===== src/rtl/input_conditioner.sv =====
// Pad input front end: per-bit synchroniser, counter debouncer, registered rise/fall
// pulses and a sticky, acknowledgeable interrupt raised by masked rising edges.
module input_conditioner #(
   parameter int               WIDTH       = 17,
   parameter int               SYNC_STAGES = 2,
   parameter int               DB_CYCLES   = 250000,
   parameter logic [WIDTH-1:0] RST_VAL     = '0,
   parameter logic [WIDTH-1:0] IRQ_MASK    = 17'h10000
) (
   input  logic             clk_i,
   input  logic             arst_n_i,
   input  logic [WIDTH-1:0] raw_i,
   output logic [WIDTH-1:0] level_o,
   output logic [WIDTH-1:0] rise_o,
   output logic [WIDTH-1:0] fall_o,
   output logic             irq_o,
   input  logic             irq_ack_i
);

   localparam int            CW       = $clog2(DB_CYCLES + 1);
   localparam logic [CW-1:0] CNT_LAST = CW'(DB_CYCLES - 1);

   logic [WIDTH-1:0] sync_q [SYNC_STAGES];
   logic [WIDTH-1:0] sync_s;
   logic [CW-1:0]    cnt_q  [WIDTH];
   logic [CW-1:0]    cnt_d  [WIDTH];
   logic [WIDTH-1:0] level_q, level_d;
   logic [WIDTH-1:0] rise_q, rise_d;
   logic [WIDTH-1:0] fall_q, fall_d;
   logic             irq_q, irq_d;
   logic             irq_set;

   // Only the first stage ever looks at raw_i.
   always_ff @(posedge clk_i or negedge arst_n_i) begin
      if (!arst_n_i) begin
         for (int i = 0; i < SYNC_STAGES; i++) begin
            sync_q[i] <= RST_VAL;
         end
      end else begin
         sync_q[0] <= raw_i;
         for (int i = 1; i < SYNC_STAGES; i++) begin
            sync_q[i] <= sync_q[i-1];
         end
      end
   end

   assign sync_s = sync_q[SYNC_STAGES-1];

   always_comb begin
      level_d = level_q;
      for (int b = 0; b < WIDTH; b++) begin
         cnt_d[b] = '0;
         if (sync_s[b] != level_q[b]) begin
            if (cnt_q[b] == CNT_LAST) begin
               level_d[b] = sync_s[b];
            end else begin
               cnt_d[b] = cnt_q[b] + CW'(1);
            end
         end
      end
   end

   // Set has priority over ack so a rising edge coinciding with an ack is not lost.
   always_comb begin
      rise_d  = level_d & ~level_q;
      fall_d  = ~level_d & level_q;
      irq_set = |(rise_d & IRQ_MASK);
      irq_d   = irq_q;
      if (irq_set) begin
         irq_d = 1'b1;
      end else if (irq_ack_i) begin
         irq_d = 1'b0;
      end
   end

   always_ff @(posedge clk_i or negedge arst_n_i) begin
      if (!arst_n_i) begin
         for (int b = 0; b < WIDTH; b++) begin
            cnt_q[b] <= '0;
         end
         level_q <= RST_VAL;
         rise_q  <= '0;
         fall_q  <= '0;
         irq_q   <= 1'b0;
      end else begin
         for (int b = 0; b < WIDTH; b++) begin
            cnt_q[b] <= cnt_d[b];
         end
         level_q <= level_d;
         rise_q  <= rise_d;
         fall_q  <= fall_d;
         irq_q   <= irq_d;
      end
   end

   assign level_o = level_q;
   assign rise_o  = rise_q;
   assign fall_o  = fall_q;
   assign irq_o   = irq_q;

endmodule


===== config.mk =====
export PLATFORM = sky130hd
export DESIGN_NAME = input_conditioner
export DESIGN_NICKNAME = d
export VERILOG_FILES = /design/src/rtl/input_conditioner.sv
export SDC_FILE = /design/constraint.sdc
export NUM_CORES = 1
export LEC_CHECK = 0
export CAP_MARGIN = 20
export CORE_MARGIN = 2
export CORE_UTILIZATION = 55
export CTS_CLUSTER_DIAMETER = 60
export CTS_CLUSTER_SIZE = 20
export DETAILED_ROUTE_END_ITERATION = 10
export PLACE_DENSITY_LB_ADDON = 0.25
export REMOVE_ABC_BUFFERS = 1
export SYNTH_ARGS = -nofsm -noshare
export SYNTH_HDL_FRONTEND = slang
export SYNTH_SLANG_ARGS = --single-unit

===== constraint.sdc =====
create_clock -name clk_i -period 2 [get_ports clk_i]
set_input_delay 0.2 -clock clk_i [delete_from_list [all_inputs] [get_ports clk_i]]
set_output_delay 0.2 -clock clk_i [all_outputs]
set_load 0.05 [all_outputs]

==> metrics.txt <==
outcome=completed; crit share post-route=96.9%; Clock Latency Late Sink=0.52 ns; Placed Area=19,700 µm²; ys async rst share=100%; Simple-Gate Fraction of Synth Area=25.5%; total of max-cap violations=0; Sink Count=392; share of cells above drive strength 1=11.1%; Antenna Violating Nets Remaining=0; unrepaired setup endpoints after global routing=no; PortBufs=71; total wire length=between 30 and 40 mm; Clock transition at path regs=0.07 ns; Finished Cell Area=about 21,000 µm²; Inst Count DP=2,298; CTS Buf Count=35; R2R setup slack=slightly above 0.06 ns; cell taking the most area after synthesis=dfrtp_1; highest metal used=met4; Synth Area in Compound Gates=between 2 and 3%; Initial Utilization=around 56%; xor/xnor cell area share of the yosys netlist=between 10% and 20%; Comb pwr share=roughly 3.3%; top-count cell post-synth=dfrtp_1; Post-synth EDFFs=0; final cell count without fillers=2,365; max-slew violation count=0; Max Clk Rate=0.516 GHz; Syn Inst Count=1,727; Slew Limit Headroom=56.7%; CP Data Required Time=2.41 ns; Worst path slowest cell=or4b_1; syn_area_per_cell=10.3 µm²; internal power=12.3 mW; vias in the first global route=12,893; HPWL Detailed=22.3 mm; CP Launch Type=flip-flop; Overall Power=15.8 mW; via/cell ratio=5.52; H-tree depth=2; part of the power in registers=51.6%; Total GRT Usage=19.9%; Chip Width=184 µm; CTS tree=built; Die ar.=33,900 µm²; top cells by area, synth=dfrtp_1, xnor2_1, nor2_1; synth cell count leaders=dfrtp_1, nor2_1, xnor2_1, nand3_1, nand4_1; number of endpoints failing setup at the final stage=0; via count=about 13,000; Fin. Hold Viols=0; antenna violations before repair=0; DR WL/cell=13.8 µm; mux cell area share after synthesis=1.35%; CTS root buf=clkbuf_16; Core Area=about 32,000 µm²; DR DRC count=0; clock tree buffer depth=3; FF+latch count, synth=392; crit path max fanout=2; VDD IR max=0.000612 V; post-synthesis adder-cell area fraction=1.19%; met1 WL=roughly 15 mm; Hold Path Class=input pin to flip-flop; YS warnings=0; sequential cell area=approximately 10000 µm²; CP Class=flip-flop to flip-flop; critical path endpoint category=flip-flop; main combinational cell family by area after synthesis=simple AND/OR/NAND/NOR gates; antenna cells=0; I/O Pins=72; Critical Path AT=roughly 2.4 ns; share of the synthesized area in the top cell type=54.9%; routed wl met2=15.7 mm; Slew @ Worst Pin=around 0.64 ns; PwrDens=750 nW/µm²; met3 WL=approximately 1.1 mm; # rows=65; starting DRC count in detailed routing=593; Placer Congestion=0.866; DIE HEIGHT=~180 µm; pin count of the biggest net entering global routing=64; GRT overflow=0; Area Overhead vs Synth=18.1%; first-pass GRT wire length=57.6 mm; switching share of total power=22.3%; Fill cells=about 2,500; P_leak=approximately 8.7 nW; cells along the critical path=or4b_1, or4_4, nor2_1, mux2_2; dominant synthesized flop cell=dfrtp_1; cell area after synthesis=17,900 µm²; nets=1,942; slowest cell delay on critical path=0.54 ns; area occupied by multi-input gates=7770 µm²; Period minus WS final=1.94 ns; switching pwr=between 3 and 4 mW; Core Util, Final=66.3%; Yosys cell types=44; DRT Pass-1 Iters=5; Setup Skew=~0.018 ns; Worst Hold Slack=0.111 ns; sequential fraction of the synthesis area=54.9%; Clk pwr share=45.1%
## layer usage
metal  up-vias  track usage (%)
li1       6424                -
met1      6417             27.2
met2       163             33.6
met3        44             2.83
met4         0             4.90
met5         -                0
## state kept, by name (all words and copies together) (netlist names)
register,cells
fall_o,17
cnt_q,306
sync_s,17
sync_q,17
level_o,17
rise_o,17
irq_o,1
## kinds of logic after synthesis
kind of cell | Yosys count
buffers and inverters | 77
xor gates and xnor gates | 250
and+or+nand+nor | 885
muxes | 22
adders and majority gates | 17
DFF | 392
AOI/OAI and AO/OA | 84
## power groups by stage
stage               sequential, mW  combinational, mW  clock, mW
floorplan                     8.28              0.198          0
global placement              8.29              0.518          0
detailed placement            8.30              0.532          0
CTS                           8.15              0.537       7.34
global route                  8.17              0.611       7.65
finish                        8.15              0.528       7.13
## layout by cell type (no fill, tap or decap), drive strengths merged, types with 53 or more instances in the layout
cell type,n
dfrtp,392
nor2,303
xnor2,192
nand3,110
buf,97
nand4,85
nor4,83
nand2,69
xor2,58
nor3,58
inv,56
clkdlybuf4s50,53
## stage by stage
step,TNS (ns),setup WS [ns]
global route,0,0.00209
detailed placement,0,0.00160
floorplan,-1.70,-0.0973
CTS,0,0.00376
global placement,0,0.0193
finish,0,0.0620
## what timing repair did
action | 4_1_cts | 5_1_grt
pin swaps | 0 | 2
setup buffers | 0 | 4
hold buffers | 1 | 0
gates resized for setup | 5 | 27
endpoints found under the hold margin | 43 | 0
setup endpoints to repair | 5 | 36
## final timing paths
path                                 startpoint              endpoint  cells past startpoint
hold reg to reg            sync_q[32]$_DFF_PN0_  sync_s[15]$_DFF_PN0_                      0
max in group asynchronous              arst_n_i  sync_q[26]$_DFF_PN0_                      3
min in group asynchronous              arst_n_i  fall_o[10]$_DFF_PN0_                      2
hold / removal                         raw_i[3]  sync_q[20]$_DFF_PN0_                      1
setup / recovery           cnt_q[211]$_DFF_PN0_  level_o[5]$_DFF_PN0_                      4
setup reg to reg           cnt_q[211]$_DFF_PN0_  level_o[5]$_DFF_PN0_                      4
## critical path: cells and delay by family, from the launching register on
| family | cells | cell delay [ns] |
|---|---|---|
| AND/OR/NAND/NOR | 3 | 1.11 |
| flip-flops | 1 | 0.38 |
| multiplexers | 1 | 0.34 |
## final cells by class
cell class,instances,area share (%)
Clock buffer,42,4.53
Clock inverter,20,1.31
Inverter,50,0.890
Multi-Input combinational cell,1258,36.9
Sequential cell,392,46.5
Tap cell,435,2.58
Timing Repair Buffer,168,7.29
Note: power is estimated with default switching activity, not from simulation.
